### src/rtl/shift_left_logical_seq_32bit.sv
// Multi-cycle 32-bit logical left shifter: one shift-amount bit per clock (1,2,4,8,16), start/done handshake.
// Optional macro SLL_EARLY_EXIT_EN ends the operation once no higher shift-amount bits remain (or out-of-range).
module shift_left_logical_seq_32bit (
   input  logic        clk,
   input  logic        rst,
   input  logic        start,
   input  logic [31:0] X,
   input  logic [31:0] Y,
   output logic        busy,
   output logic        done,
   output logic [31:0] Z
);

   typedef enum logic [1:0] {IDLE, SHIFT, DONE} state_t;

   state_t      state, state_nxt;
   logic [31:0] acc;
   logic [31:0] stage_val;
   logic [4:0]  amt;
   logic [2:0]  k;
   logic        oor;
   logic        last_stage;
   logic        accept;

   assign busy   = (state == SHIFT);
   assign done   = (state == DONE);
   assign accept = start && (state != SHIFT);

   always_comb begin
      stage_val = acc;
      case (k)
         3'd0: if (amt[0]) stage_val = {acc[30:0], 1'b0};
         3'd1: if (amt[1]) stage_val = {acc[29:0], 2'b0};
         3'd2: if (amt[2]) stage_val = {acc[27:0], 4'b0};
         3'd3: if (amt[3]) stage_val = {acc[23:0], 8'b0};
         3'd4: if (amt[4]) stage_val = {acc[15:0], 16'b0};
         default: stage_val = acc;
      endcase
   end

`ifdef SLL_EARLY_EXIT_EN
   // Finish as soon as every remaining higher amount bit is zero.
   assign last_stage = (k == 3'd4) || oor || (((amt >> k) >> 1) == 5'd0);
`else
   assign last_stage = (k == 3'd4);
`endif

   always_ff @(posedge clk) begin
      if (rst) state <= IDLE;
      else     state <= state_nxt;
   end

   always_comb begin
      state_nxt = state;
      case (state)
         IDLE:    if (start) state_nxt = SHIFT;
         SHIFT:   if (last_stage) state_nxt = DONE;
         DONE:    state_nxt = start ? SHIFT : IDLE;
         default: state_nxt = IDLE;
      endcase
   end

   always_ff @(posedge clk) begin
      if (rst) begin
         acc <= 32'd0;
         amt <= 5'd0;
         k   <= 3'd0;
         oor <= 1'b0;
         Z   <= 32'd0;
      end else if (accept) begin
         acc <= X;
         amt <= Y[4:0];
         oor <= |Y[31:5];
         k   <= 3'd0;
      end else if (state == SHIFT) begin
         acc <= stage_val;
         if (last_stage) Z <= oor ? 32'd0 : stage_val;
         else            k <= k + 3'd1;
      end
   end

endmodule
### config.mk
export PLATFORM = sky130hd
export DESIGN_NAME = shift_left_logical_seq_32bit
export DESIGN_NICKNAME = d
export VERILOG_FILES = /design/src/rtl/shift_left_logical_seq_32bit.sv
export SDC_FILE = /design/constraint.sdc
export NUM_CORES = 1
export LEC_CHECK = 0
export ABC_AREA = 1
export BUFFER_PORTS_ARGS = -buffer_cell sky130_fd_sc_hd__clkbuf_2
export CELL_PAD_IN_SITES_DETAIL_PLACEMENT = 1
export CELL_PAD_IN_SITES_GLOBAL_PLACEMENT = 2
export CORE_MARGIN = 2
export CORE_UTILIZATION = 31
export CTS_CLUSTER_SIZE = 24
export DETAILED_ROUTE_END_ITERATION = 6
export GPL_ROUTABILITY_DRIVEN = 0
export PLACE_DENSITY_LB_ADDON = 0.1
export SYNTH_ARGS = -nofsm -noshare
export SYNTH_HDL_FRONTEND = slang
export SYNTH_SLANG_ARGS = --single-unit
export TNS_END_PERCENT = 5
### constraint.sdc
create_clock -name clk -period 4 [get_ports clk]
set_input_delay 0 -clock clk [delete_from_list [all_inputs] [get_ports clk]]
set_output_delay 0 -clock clk [all_outputs]
set_load 0.05 [all_outputs]
---- Word level (Yosys, flattened, before mapping) ----
Cells that the tools add are included.
word-level totals
  flip-flop bits (word level) ............. 75
  bits of input ports ..................... 67
cells by class
  add/subtract/negate cells ............... 1
  equal/unequal tests ..................... 9
  mux-type cells .......................... 13
  bitwise operators ....................... 2
  reductions and logical operators ........ 9
operators by type and width
  cell                                                   number
  2-to-1 mux 32 bit                                      8
  case mux 32 bit (5 select lines)                       1
  OR reduction 27 bit                                    1
  == test 3 x 2 -> 1 bit, second input constant          2
  case mux 2 bit (3 select lines)                        1
  2-to-1 mux 2 bit                                       2
  inequality test 2 x 1 -> 1 bit, second input constant  2
  AND reduction 2 bit                                    2
  adder 3 x 1 -> 3 bit, second input constant            1
  == test 3 x 1 -> 1 bit, second input constant          1
  == test 3 bit, second input constant                   1
  logical NOT 3 bit                                      1
  AND reduction 3 bit                                    1
  == test 2 x 1 -> 1 bit, second input constant          1
  == test 2 bit, second input constant                   1
  logical NOT 2 bit                                      1
  inequality test 2 bit, second input constant           1
  NOT 1 bit                                              2
  nonzero test 2 bit                                     1
  OR reduction 2 bit                                     1
  logical AND 1 bit                                      1
  2-to-1 mux 1 bit                                       1

---- Logic depth before layout (Yosys ltp) ----
Gate-level depths: netlist (run 1).
  word-level depth ........................ 4
  mapped depth ............................ 11

---- Least setup slack after synthesis (run 1) ----
No wires, ideal clock.
  path type ............................... reg-to-reg
  from .................................... register k[2]
  to ...................................... register acc[23]
  library setup time ...................... 71 ps
  arrival ................................. 1546 ps
  slack ................................... 2383 ps
  stages on the path, launching flop included .. 10
  clock period less this slack ............ 1617 ps
  cell sequence ........................... dfxtp_1 inv_1 ha_1 nor2_1 buf_2 buf_2 nand4_1 nand3_1 nand2_1 a21oi_1
on the way
  word-level cells in the longest chain between the ends .. 4
ends and longest elaborated chain
  item                                         line  text
  start: declaration                           20    logic [2:0] k;
  start signal: assignment                     78    else k <= k + 3'd1;
  == test 3 bit, or another cell as far along  31    case (k)
  case mux 32 bit (5 select lines) (*)         31
  2-to-1 mux 32 bit (*)                        75    end else if (state == SHIFT) begin
  2-to-1 mux 32 bit (*)                        70    end else if (accept) begin
  end signal: assignment                       76    acc <= stage_val;
  end: declaration                             17    logic [31:0] acc;
Every way passes the cells marked *; elsewhere a longest branch is shown, timed or not. The select of a mux whose other input is x is not followed.
A chain may end at the register's enable or synchronous reset.

---- Worst setup path after layout (run 1) ----
  from .................................... register state[1]
  to ...................................... register oor
on the way
  word-level cells in the longest chain between the ends .. 2
ends and longest elaborated chain
  item                            line  text
  start: declaration              16    state_t state, state_nxt;
  start signal: assignment        50    else state <= state_nxt;
  inequality test 2 x 1 -> 1 bit  27    assign accept = start && (state != SHIFT);
  logical AND 1 bit               27
  end signal: assignment          73    oor <= |Y[31:5];
  end: declaration                21    logic oor;
No other way between the ends.

==> metrics.md, run 1 <==
| Metric | Value |
|---|---|
| Outcome | `finished, violations left` |
| Violated checks | `negative hold slack` |
| Arrival time worst endpoint | `3.20 ns` |
| Synthesized area per cell | `5.526 µm²` |
| CP max stage cell | `dlygate4sd3_1` |
| Initial DRC Count | `between 400 and 500` |
| Detail Route Antenna Nets | `0` |
| Fin. max-slew vios | `0` |
| GR Overflow Total | `0` |
| Clock transition at the registers of the reported paths | `approximately 0.06 ns` |
| TNS Setup | `0 ns` |
| Die area | `between 15000 and 20000 µm²` |
| Synth unique cells | `23` |
| Post-synthesis sequential area ratio | `26.51%` |
| NumNets Final | `1169` |
| Share of cells above drive strength 1 | `12.07%` |
| Synth warn | `0` |
| Max Clk Rate | `338.0 MHz` |
| Post-route DRC | `0` |
| Routed WL | `21910 µm` |
| Filler cell count | `2561` |
| Clock root cell | `clkbuf_16` |
| Total GRT Usage | `a little under a quarter` |
| Final Power | `2.462 mW` |
| Final Cycle Share | `73.97%` |
| Total nets after synthesis | `1097` |
| Crit Path Class | `reg -> reg` |
| Fin crit period | `2.959 ns` |
| Hold WC Path Type | `in -> reg` |
| Clock Latency Late Sink | `0.35 ns` |
| Final-report setup violation count | `0` |
| Largest net degree at the start of global routing | `65` |
| Most frequent cells in the layout | `nand2_1 (382), nand3_1 (121), clkbuf_2 (100)` |
| Maximum vdd drop | `slightly above 0.0002 V` |
| Hold Fails Final Rpt | `1` |
| Max stage delay on crit path | `0.58 ns` |
| Total CTS buffers | `9` |
| Global-route wire length before repair | `roughly 36000 µm` |
| CP cell instances | `inv_1 > nand2_1 > nand2_1 > nor4_1 > dlygate4sd3_1 > nand3_1 > dlygate4sd3_1 > nor2_1 > dlygate4sd3_1 > nor2_1` |
| Crit end category | `flop` |
| Startpoint Class | `flop` |
| Fin area | `6749 µm²` |
| Rel. slew slack | `between 20% and 30%` |
| Detailed placement HPWL | `14670 µm` |
| Vias in the first global route | `~6800` |
| Final hold slack | `-0.007105 ns` |
| Flops & latches, synth | `75` |
| DR pass1 iterations | `4` |
| Mapped Cells | `1025` |
| Die width | `139.2 µm` |
| Post-CTS setup buffer count | `0` |
| TritonCTS clock tree | `done` |
| Mapped Area | `5664 µm²` |
| PortBufs | `100` |
| Die H | `roughly 140 µm` |
| Sink Count | `between 70 and 80` |
| Routed via count | `6819` |
| Htree depth | `3` |
| RSZ-0062 raised after global routing | `false` |
| Core Box Area | `17960 µm²` |
| ANT cells | `0` |
| Worst-Margin Slew | `1.138 ns` |
| Dpl cell area | `6220 µm²` |
| Initial antenna violation count | `0` |
| Ports | `101` |
| Most common cell after layout, fill and taps aside | `nand2_1` |
| # rows | `49` |
| Initial Utilization | `approximately a third` |
| Drt wl/cell | `around 16 µm` |
| Peak fanout along the critical path | `12` |
| Critical Path RT | `4.24 ns` |
| Clock Tree Buf Depth | `2` |
| Vias per cell | `slightly above 5` |
| Maxcap violations | `0` |
| Clock Skew | `0.007467 ns` |
| Area grow syn2layout | `19.15%` |
| CP most frequent cell | `dlygate4sd3_1` |
| PwrDens | `364.8 nW/µm²` |
| Static Leak | `3.208 nW` |
## logic make-up after synthesis
| group | after synthesis | synth area share, % |
|---|---|---|
| AO/OA/AOI/OAI | 173 | 15.86 |
| AND/OR/NAND/NOR | 620 | 45.46 |
| flip-flops | 75 | 26.51 |
| adder cells (fa/ha/maj) | 5 | 1.104 |
| buffers and inverters | 152 | 11.07 |
## power breakdown
| group | internal, mW | switching [mW] |
|---|---|---|
| sequential | 0.788 | 0.0565 |
| clock | 0.581 | 0.354 |
| combinational | 0.213 | 0.471 |
## sequential cells by signal, indices dropped and copies added, names as in the netlist
signal  flops
Z          32
k           3
oor         1
amt         5
acc        32
state       2
## worst paths after layout
kind	from	to	slack [ns]	cells after the start
max reg2reg	state[1]	oor	1.04	10
min reg2reg	Z[7]	Z[7]	0.47	2
max	state[1]	oor	1.04	10
min	Y[3]	amt[3]	-0.007	3
## synthesized netlist by cell type, drive strengths merged
library cell    n  area (µm²)
nand2         384        1446
nand3         121       605.6
a21oi          93       465.5
nor2           77       299.0
dfxtp          75        1501
inv            71       266.5
o21ai          67       335.3
buf            43       216.5
clkbuf         27       101.4
nand4          20       125.1
nor3           12       60.06
clkinv         11       42.54
o211ai         11       82.58
ha              5       62.56
nor4            5       31.28
a211oi          2       15.01
nand3b          1       7.510
## stage by stage
step | hold WS (ns) | utilization (%) | setup WS [ns] | cells
after global placement | 0.3022 | 34.62 | 1.725 | 1295
after CTS | 0.0004072 | 37.57 | 1.035 | 1331
after detailed placement | 0.3089 | 34.62 | 1.686 | 1295
after global routing | 0.01009 | 37.57 | 0.8508 | 1331
final | -0.007105 | 37.57 | 1.041 | 1331
after floorplan | 0.1667 | - | 2.383 | 1025
## area by class of cell
cell class,count,area (µm²),area share [%]
flip-flops and latches,75,1503,22.27
multi-input cells,798,3538,52.43
inverters,82,309.0,4.579
clock inverters,4,72.57,1.075
clock buffers,12,256.5,3.801
repair buffers,131,783.3,11.61
well taps,229,286.5,4.245
## metal layers
layer / vias to the layer above / global-route usage (%) / routed length [µm]
met4: 0 / 5.901 / 286
met2: 97 / 38.99 / 10510
li1: 3456 / - / -
met5: - / 0 / 0
met3: 20 / 2.970 / 581
met1: 3246 / 30.88 / 10530
## what timing repair did
action                                  in CTS  in global routing
endpoints found under the setup margin       0                  0
hold endpoints to repair                    17                  0
resized for setup                            0                  0
hold buffers                                20                  0
## critical path, delay by kind of cell, from the launching register on
family	cells	cell delay (ns)
buffers and inverters	4	1.75
DFF	1	0.31
and+or+nand+nor	6	0.81
Note: power is estimated with default switching activity, not from simulation.
==> run 2: changes to the inputs <==
- CORE_UTILIZATION: 31 -> 28
- clock period: 4 -> 3.1 ns (I/O delays scaled with it)
==> metrics.md, run 2 (same netlist as run 1, synthesis figures left out) <==
| Metric | Value |
|---|---|
| Outcome | `finished, final reports clean` |
| DR pass1 iterations | `4` |
| Reg2Reg Launch Point | `state[1]` |
| Rel. slew slack | `approximately 30%` |
| Crit Path Class | `reg -> reg` |
| Peak fanout along the critical path | `12` |
| Htree depth | `3` |
| NumNets Final | `between 1000 and 1500` |
| Sink Count | `75` |
| Area grow syn2layout | `21.91%` |
| Routed WL | `22170 µm` |
| Largest net degree at the start of global routing | `67` |
| ANT cells | `0` |
| TritonCTS clock tree | `done` |
| Worst-Margin Slew | `1.051 ns` |
| Die H | `approximately 150 µm` |
| Final Cycle Share | `91.77%` |
| Initial DRC Count | `339` |
| Hold Fails Final Rpt | `0` |
| Drt wl/cell | `16.03 µm` |
| Final-report setup violation count | `0` |
| Most common cell after layout, fill and taps aside | `nand2_1` |
| R2r setup slk | `0.26 ns` |
| Detail Route Antenna Nets | `0` |
| Filler cell count | `2755` |
| Post-route DRC | `0` |
| Maximum vdd drop | `0.0002691 V` |
| Post-place setup slack | `approximately 1 ns` |
| Post-route insts no fill | `around 1400` |
| Maxcap violations | `0` |
| Startpoint Class | `flop` |
| Setup WS post-layout | `approximately 0.26 ns` |
| Max Clk Rate | `~350 MHz` |
| Clock Latency Late Sink | `0.35 ns` |
| Critical Path RT | `3.34 ns` |
| PortBufs | `100` |
| Vias in the first global route | `6723` |
| Die width | `~150 µm` |
| Most frequent cells in the layout | `nand2_1 (381), nand3_1 (121), clkbuf_2 (100)` |
| Hold WC Path Type | `in -> reg` |
| Clock Tree Buf Depth | `2` |
| Final Power | `3.240 mW` |
| # rows | `52` |
| Placed Cells | `about 1300` |
| Biggest regs | `Z (32), acc (32), amt (5)` |
| Clock root cell | `clkbuf_16` |
| Initial Utilization | `between 20% and 30%` |
| Vias per cell | `4.870` |
| Core Box Area | `20040 µm²` |
| RSZ-0062 raised after global routing | `false` |
| Global-route wire length before repair | `36960 µm` |
| Crit end category | `flop` |
| Total CTS buffers | `9` |
| Post-CTS setup buffer count | `0` |
| Initial antenna violation count | `0` |
| Detailed placement HPWL | `15560 µm` |
| FF-to-FF path depth | `10` |
| PwrDens | `about 470 nW/µm²` |
| Die area | `between 20000 and 25000 µm²` |
| GR Overflow Total | `0` |
| Hold Path Cell Cnt | `5` |
| Ports | `101` |
| Final hold slack | `0.004713 ns` |
| FF/Latch Area | `1503 µm²` |
| Hold path start | `X[16]` |
| Area occupied by multi-input gates | `approximately 3500 µm²` |
| Worst r2r dst | `oor` |
| Clock transition at the registers of the reported paths | `0.06 ns` |
| Total GRT Usage | `between 20% and 30%` |
| Routed via count | `6735` |
| Static Leak | `3.264 nW` |
| Clock Skew | `0.008111 ns` |
| TNS Setup | `0 ns` |
| Arrival time worst endpoint | `between 3 and 4 ns` |
| Hold Path Sink | `acc[16]` |
| Fin crit period | `2.845 ns` |
| Fin. max-slew vios | `0` |
| Share of cells above drive strength 1 | `12.76%` |
## run 2: cell count changes in the layout (fill, tap and decap cells not counted)
| cell | previous run | this run |
|---|---|---|
| dlygate4sd3_1 | 20 | 22 |
| clkinv_2 | 2 | 1 |
| bufinv_16 | 2 | 3 |
| nand2_1 | 382 | 381 |
| clkbuf_8 | 2 | 1 |
| nand2_2 | 2 | 3 |
| clkbuf_1 | 1 | 2 |
| buf_4 | 11 | 20 |
## run 2: routing by layer
metal | GRT usage, % | routed length [µm] | vias up
met3 | 2.688 | 605 | 8
met4 | 4.223 | 188 | 0
met1 | 29.06 | 10970 | 3167
li1 | - | - | 3479
met5 | 0 | 0 | -
met2 | 35.80 | 10400 | 81
## run 2: timing repair
| action | in CTS | in global routing |
|---|---|---|
| resized for setup | 0 | 1 |
| setup endpoints to repair | 0 | 1 |
| hold endpoints to repair | 19 | 0 |
| hold buffers | 22 | 0 |
## run 2: critical path, cell delays in order, from the launching register on
cell and delay (ns):
dfxtp_1 0.31, inv_1 0.05, nand2_1 0.15, nand2_2 0.19, nor4_1 0.19, dlygate4sd3_1 0.57
nand3_1 0.06, dlygate4sd3_1 0.56, nor2_1 0.08, dlygate4sd3_1 0.55, nor2_1 0.04
## run 2: layout make-up
class                           instances  share of cell area, %
Tap cell                              270                  4.892
Sequential cell                        75                  21.76
Timing Repair Buffer                  142                  12.61
Inverter                               82                  4.475
Clock inverter                          4                  1.413
Clock buffer                           12                  3.569
Multi-Input combinational cell        798                  51.28
## run 2: how the worst max path moves through the flow
stage / start / endpoint / slack [ns]
5_1_grt: state[1] / oor / 0.09
3_5_place_dp: k[0] / Z[16] / 1.0
4_1_cts: state[1] / oor / 0.1
6_report: state[1] / oor / 0.26
2_1_floorplan: k[2] / acc[23] / 1.48
3_3_place_gp: k[0] / acc[22] / 1.02
## run 2: through the flow
| step | area (µm²) | util (%) |
|---|---|---|
| after floorplan | 5664 | - |
| after global placement | 6339 | 31.63 |
| after detailed placement | 6339 | 31.63 |
| after CTS | 6903 | 34.45 |
| after global routing | 6905 | 34.46 |
| final | 6905 | 34.46 |
## run 2: power by group
| part | total, mW | switching, mW | internal [mW] | leakage (nW) |
|---|---|---|---|---|
| Combinational | 0.899 | 0.616 | 0.283 | 2.49 |
| Clock | 1.26 | 0.448 | 0.810 | 0.163 |
| Sequential | 1.08 | 0.0654 | 1.02 | 0.612 |
| Total | 3.24 | 1.13 | 2.11 | 3.26 |
